**config.mk**
```make
export PLATFORM = sky130hd
export DESIGN_NAME = ifmem_arb
export DESIGN_NICKNAME = d
export VERILOG_FILES = /design/src/rtl/ifmem_arb.sv
export SDC_FILE = /design/constraint.sdc
export NUM_CORES = 1
export LEC_CHECK = 0
export CAP_MARGIN = 20
export CORE_MARGIN = 5
export CORE_UTILIZATION = 45
export DETAILED_ROUTE_END_ITERATION = 10
export PLACE_DENSITY = 0.91
export SLEW_MARGIN = 20
export SYNTH_ARGS = -nofsm -noshare
export SYNTH_HDL_FRONTEND = slang
export SYNTH_SLANG_ARGS = --single-unit
```
**constraint.sdc**
```tcl
create_clock -name iw_clk -period 2.94 [get_ports iw_clk]
set_clock_uncertainty 0.2 [all_clocks]
set_input_delay 0.588 -clock iw_clk [delete_from_list [all_inputs] [get_ports iw_clk]]
set_output_delay 0.588 -clock iw_clk [all_outputs]
set_load 0.02 [all_outputs]
```
**src/rtl/ifmem_arb.sv**
```systemverilog
// Fetch sequencer and single-port memory arbiter for the stage-1 fetch path.
// Owns the fetch PC and shares one synchronous memory port between fetch and data.
module ifmem_arb #(
    parameter int unsigned            ADDR_W    = 24,
    parameter int unsigned            DATA_W    = 24,
    parameter logic [ADDR_W-1:0]      RESET_PC  = '0,
    parameter int unsigned            MAX_BURST = 4
) (
    input  logic              iw_clk,
    input  logic              iw_rst_n,
    input  logic              iw_stall,
    input  logic              iw_halt,
    input  logic              iw_branch_taken,
    input  logic [ADDR_W-1:0] iw_branch_pc,
    input  logic              iw_dm_req,
    input  logic              iw_dm_we,
    input  logic [ADDR_W-1:0] iw_dm_addr,
    input  logic [DATA_W-1:0] iw_dm_wdata,
    output logic              ow_dm_grant,
    output logic              ow_dm_rvalid,
    output logic              ow_mem_en,
    output logic              ow_mem_we,
    output logic [ADDR_W-1:0] ow_mem_addr,
    output logic [DATA_W-1:0] ow_mem_wdata,
    output logic              ow_ia_valid,
    output logic [ADDR_W-1:0] ow_pc
);

    localparam logic [0:0] ST_RUN  = 1'b0;
    localparam logic [0:0] ST_HALT = 1'b1;
    localparam logic [3:0] BURST_LIMIT = 4'(MAX_BURST);

    logic [0:0]        state;
    logic [0:0]        nxt_state;
    logic [ADDR_W-1:0] r_pc;
    logic [ADDR_W-1:0] nxt_pc;
    logic              r_if;
    logic [ADDR_W-1:0] r_if_pc;
    logic [ADDR_W-1:0] nxt_if_pc;
    logic              r_dm_rd;
    logic [3:0]        r_cnt;
    logic [3:0]        nxt_cnt;

    logic              fetch_want;
    logic              data_slot;
    logic              fetch_slot;
    logic [ADDR_W-1:0] fetch_addr;

    // Slot decode is gated by reset so no grant or enable escapes while held in reset.
    assign fetch_want = (state == ST_RUN) && !iw_halt && !iw_stall;
    assign data_slot  = iw_rst_n && iw_dm_req && (!fetch_want || (r_cnt < BURST_LIMIT));
    assign fetch_slot = iw_rst_n && !data_slot && fetch_want;
    assign fetch_addr = iw_branch_taken ? iw_branch_pc : r_pc;

    always_comb begin
        ow_mem_en    = 1'b0;
        ow_mem_we    = 1'b0;
        ow_mem_addr  = '0;
        ow_mem_wdata = '0;
        ow_dm_grant  = 1'b0;
        if (data_slot) begin
            ow_mem_en    = 1'b1;
            ow_mem_we    = iw_dm_we;
            ow_mem_addr  = iw_dm_addr;
            ow_mem_wdata = iw_dm_wdata;
            ow_dm_grant  = 1'b1;
        end else if (fetch_slot) begin
            ow_mem_en   = 1'b1;
            ow_mem_addr = fetch_addr;
        end
    end

    assign ow_pc        = iw_rst_n ? r_if_pc : '0;
    assign ow_dm_rvalid = iw_rst_n && r_dm_rd;
    assign ow_ia_valid  = iw_rst_n && r_if && !iw_branch_taken && !iw_stall
                          && (state == ST_RUN) && !iw_halt;

    // A stalled in-flight word is dropped, so the PC rewinds to refetch it.
    always_comb begin
        nxt_state = state;
        if (state == ST_RUN && iw_halt) begin
            nxt_state = ST_HALT;
        end

        nxt_pc = r_pc;
        if (fetch_slot) begin
            nxt_pc = fetch_addr + ADDR_W'(1);
        end else if (iw_branch_taken) begin
            nxt_pc = iw_branch_pc;
        end else if (iw_stall && r_if) begin
            nxt_pc = r_if_pc;
        end

        nxt_if_pc = fetch_slot ? fetch_addr : r_if_pc;

        nxt_cnt = '0;
        if (data_slot && fetch_want) begin
            nxt_cnt = (r_cnt < BURST_LIMIT) ? r_cnt + 4'd1 : r_cnt;
        end
    end

    always_ff @(posedge iw_clk or negedge iw_rst_n) begin
        if (!iw_rst_n) begin
            state   <= ST_RUN;
            r_pc    <= RESET_PC;
            r_if    <= 1'b0;
            r_if_pc <= '0;
            r_dm_rd <= 1'b0;
            r_cnt   <= '0;
        end else begin
            state   <= nxt_state;
            r_pc    <= nxt_pc;
            r_if    <= fetch_slot;
            r_if_pc <= nxt_if_pc;
            r_dm_rd <= data_slot && !iw_dm_we;
            r_cnt   <= nxt_cnt;
        end
    end

endmodule
```
**After elaboration in Yosys (flattened, before gate mapping)**

Index checks and enable logic that the tools add are counted.

- Add/subtract/negate cells: 2
- $lt $le $gt $ge: 1
- Equal/unequal tests: 1
- Mux-type cells: 14
- Bitwise operators: 1
- Reductions and logical operators: 24

Operator list:

| cell | count |
|---|---|
| 2-to-1 mux 24 bit | 8 |
| adder 24 x 1 -> 24 bit (second input constant) | 1 |
| logical AND 1 bit | 16 |
| 2-to-1 mux 4 bit | 2 |
| logical NOT 1 bit | 6 |
| adder 4 x 1 -> 4 bit (second input constant) | 1 |
| less-than comparator 4 x 3 -> 1 bit (second input constant) | 1 |
| 2-to-1 mux 1 bit | 4 |
| nonzero test 3 bit | 1 |
| inequality test 2 x 1 -> 1 bit (second input constant) | 1 |
| logical OR 1 bit | 1 |
| NOT 1 bit | 1 |

- Flip-flop bits (word level): 55
- Output and inout bits: 77

**Longest topological paths before layout**

- Word-level depth: 11
- Mapped depth: 12
- Mapped depth without buffers: 7

**Worst setup path before layout**

Ideal clock, no wire load.

- Kind: input to register
- Start point: input port iw_branch_taken
- End point: register r_pc[14]
- Setup time: 0.121 ns
- Arrival time: 3.136 ns
- Slack: -0.517 ns
- Stages: 12
- Buffers on the path: 5
- Path through: buf_2 -> buf_2 -> buf_2 -> buf_2 -> mux2_1 -> ha_1 -> nand4_1 -> a222oi_1 -> buf_4 -> a21oi_1 -> nand3b_1 -> a22o_1

- Cells in the longest elaborated chain, start to end: 3

Ends and longest elaborated chain:

| what | RTL line | source |
|---|---|---|
| start, declared | 13 | `input logic iw_branch_taken,` |
| 2-to-1 mux 24 bit | 53 | `assign fetch_addr = iw_branch_taken ? iw_branch_pc : r_pc;` |
| named net fetch_addr[0] | 47 | `logic [ADDR_W-1:0] fetch_addr;` |
| adder 24 x 1 -> 24 bit | 87 | `nxt_pc = fetch_addr + ADDR_W'(1);` |
| 2-to-1 mux 24 bit | 86 | `if (fetch_slot) begin` |
| end signal, assigned | 112 | `r_pc <= nxt_pc;` |
| end, declared | 35 | `logic [ADDR_W-1:0] r_pc;` |

The timed path passes the listed nets, and every way through them passes these cells.
A chain may end at the register's enable or synchronous reset.

**Final worst setup path**

- Start point: input port iw_halt
- End point: output port ow_mem_addr[18]

- Cells in the longest elaborated chain, start to end: 11

Ends and longest elaborated chain:

| what | RTL line | source |
|---|---|---|
| start, declared | 12 | `input logic iw_halt,` |
| logical NOT 1 bit * | 50 | `assign fetch_want = (state == ST_RUN) && !iw_halt && !iw_stall;` |
| logical AND 1 bit * (2 in a row) | 50 |  |
| logical NOT 1 bit | 51 | `assign data_slot = iw_rst_n && iw_dm_req && (!fetch_want \|\| (r_cnt < BURST_LIMIT));` |
| logical OR 1 bit | 51 |  |
| logical AND 1 bit | 51 |  |
| logical NOT 1 bit | 52 | `assign fetch_slot = iw_rst_n && !data_slot && fetch_want;` |
| logical AND 1 bit (2 in a row) | 52 |  |
| 2-to-1 mux 24 bit | 67 | `end else if (fetch_slot) begin` |
| 2-to-1 mux 24 bit * | 61 | `if (data_slot) begin` |
| end, declared | 23 | `output logic [ADDR_W-1:0] ow_mem_addr,` |

Every way passes the cells marked *; elsewhere a longest branch is shown, timed or not.

==> summary.md <==
| Metric | Value |
|---|---|
| CORE AREA | `between 9000 and 10000 um^2` |
| Critical Path Start | `iw_halt` |
| Placed inst area | `6490 um^2` |
| CTS Buf Count | `5` |
| DRT Pass-1 Iters | `8` |
| Synthesis Warnings | `0` |
| Gr usage total | `0.302` |
| Final hold violation count | `0` |
| I/O Buffers | `155` |
| Min Hold Slack | `around 0.038 ns` |
| Synthesized area per cell | `about 8.2 um^2` |
| DP Worst Slack | `-0.598 ns` |
| GRT met3 Usage | `0.0704` |
| Required time of the worst setup path | `2.15 ns` |
| CTS tree | `built` |
| Tcrit/Tclk final | `1.01` |
| Status | `complete, but fails checks` |
| Kind of critical path | `in2out` |
| Minimum clock period | `roughly 3.0 ns` |
| Io pins | `~160` |
| Vias in the first global route | `roughly 5300` |
| Crit-path max FO | `22` |
| Max cap viols | `0` |
| Clock insertion delay at the later pin of the skew report | `about 0.33 ns` |
| CP Launch Type | `input port` |
| Chip height | `about 110 um` |
| Kind of end point of the critical path | `output pin` |
| Most frequent cells in the layout | `99 x clkdlybuf4s50_1, 88 x buf_4, 86 x nand2_1, 55 x dfrtp_1, 52 x and2_1` |
| Post-route cell area | `6540 um^2` |
| Reg clk slew, reported paths | `around 0.11 ns` |
| PD cells | `a little under 300 nW/um^2` |
| DRC viols | `0` |
| Max VDD drop | `between 0.00015 and 0.0002 V` |
| Met2 usage | `0.516` |
| Number of setup violations in the final report | `7` |
| Pleak | `approximately 3.2 nW` |
| Initial DRC count | `730` |
| Mapped Cells | `slightly above 500` |
| Final TNS setup | `-0.167 ns` |
| ANT nets after route | `0` |
| Slew at the pin closest to its max-slew limit | `around 0.67 ns` |
| Via count | `~5200` |
| Violated checks | `setup timing` |
| Clock sink count | `55` |
| GRT Residual Overflow | `0` |
| Main flop type after synthesis | `dfrtp_1` |
| # rows | `35` |
| Clock Tree Buf Depth | `2` |
| Area added between synthesis and finish | `55.3%` |
| Share of cells above drive strength 1 | `0.254` |
| Power, Total | `1.92 mW` |
| Number of synthesized flops with an enable pin | `0` |
| Vias/cell | `approximately 6.1` |
| Path type of the worst min-delay path | `in2async` |
| Netlist Area Pre-Place | `~4200 um^2` |
| Global-route wire length before repair | `around 28 mm` |
| RD Place Congestion | `0.923` |
| Fill count | `approximately 610` |
| Layout net count | `a little over 800` |
| Relative slew margins | `0.549` |
| Die W | `107 um` |
| Final Slew Violations | `0` |
| Dpl hpwl | `~12 mm` |
| Busiest grt layer | `met2` |
| Peak Freq | `336 MHz` |
| DRT Wirelength | `approximately 17 mm` |
| Met1 global-route usage | `0.361` |
| Setup WS post-layout | `-0.0398 ns` |
| Seq/Total Area, Yosys | `0.327` |
| Mapped Nets | `roughly 600` |
| Initial antenna violation count | `0` |
| Synth unique cells | `65` |
| FF+latch count, synth | `55` |
| Worst reg2reg path startpoint | `r_pc[0]` |
| Leading cell type in the layout, fill and taps excluded | `clkdlybuf4s50_1` |
| CP arrival | `2.19 ns` |
| Unrepaired setup endpoints after global routing | `yes` |
| Die ar. | `between 10000 and 15000 um^2` |
| Root Driver | `clkbuf_8` |
| Largest net degree at the start of global routing | `29` |
| # diodes | `0` |
| Initial Util | `0.458` |
| H-tree Lvls | `2` |
| Wire length per cell | `a little over 20 um` |
| FFs w/ async S/R, synth | `1.00` |
[final timing paths]
check / slack, ns / end / cells past startpoint
min reg2reg: 0.31 / r_cnt[0] / 1
min in group iw_clk: 0.31 / r_cnt[0] / 1
min: 0.04 / r_cnt[3] / 2
max reg2reg: 0.52 / r_pc[22] / 8
max: -0.04 / ow_mem_addr[18] / 6
max in group asynchronous: 1.71 / r_pc[11] / 4
[per-stage QoR]
| stage | utilization | instances |
|---|---|---|
| final | 0.711 | 851 |
| after global placement | 0.706 | 837 |
| after CTS | 0.724 | 850 |
| after floorplan | - | 515 |
| after detailed placement | 0.706 | 837 |
| after global routing | 0.711 | 851 |
[flip-flops by register name, indices dropped and copies added, names as in the netlist]
| signal | flops |
|---|---|
| r_pc | 24 |
| state | 1 |
| r_dm_rd | 1 |
| r_if | 1 |
| r_if_pc | 24 |
| r_cnt | 4 |
[kinds of logic (layout without fill, tap and decap cells)]
| group | count (synthesis) | after routing | share of synthesized area |
|---|---|---|---|
| XOR/XNOR | 22 | 22 | 0.0458 |
| buffers and inverters | 46 | 271 | 0.0467 |
| other | 1 | 1 | 0.000891 |
| multiplexers | 27 | 27 | 0.0654 |
| AND/OR/NAND/NOR | 220 | 220 | 0.277 |
| flip-flops | 55 | 55 | 0.327 |
| AO/OA/AOI/OAI | 142 | 142 | 0.231 |
| adder cells (fa/ha/maj) | 2 | 2 | 0.00594 |
[synthesized netlist by cell type (all sizes together), types with 13 or more instances]
cell	number	area [um^2]
and2	52	325
a21oi	17	85.1
nand3	19	95.1
nor2	21	78.8
xor2	14	123
nand4	13	93.8
a21o	36	270
dfrtp	55	1380
mux2i	23	230
clkbuf	22	82.6
nand2	86	323
o21ai	39	195
buf	13	72.6
[worst max-delay path, cell delays in order]
cell and delay [ns]:
dlygate4sd2_1 0.27, or2_4 0.27, o311a_4 0.44, buf_8 0.18, a21o_1 0.19, clkdlybuf4s15_2 0.25
[cell type report]
type | count | area [um^2] | area share
Sequential cell | 55 | 1380 | 0.211
Timing Repair Buffer | 252 | 2170 | 0.333
Inverter | 11 | 41.3 | 0.00632
Multi-Input combinational cell | 414 | 2720 | 0.416
Clock inverter | 2 | 17.5 | 0.00268
Clock buffer | 6 | 72.6 | 0.0111
Tap cell | 111 | 139 | 0.0212
[layer usage]
layer	part of all wire	routed length, um
met5	0	0
met3	0.096	1680
met1	0.36	6300
met2	0.49	8470
met4	0.055	950
[power by group]
group / switching, mW / leakage (nW) / total (mW) / internal, mW
Sequential: 0.0567 / 0.708 / 0.858 / 0.801
Combinational: 0.305 / 2.46 / 0.610 / 0.305
Clock: 0.278 / 0.0454 / 0.450 / 0.172
[timing repair]
item,4_1_cts,5_1_grt
setup endpoints to repair,52,50
resized for setup,163,41
gates cloned,1,0
pin swaps,3,1
hold buffers,0,0
buffers inserted,4,1
Note: power is estimated with default switching activity, not from simulation.
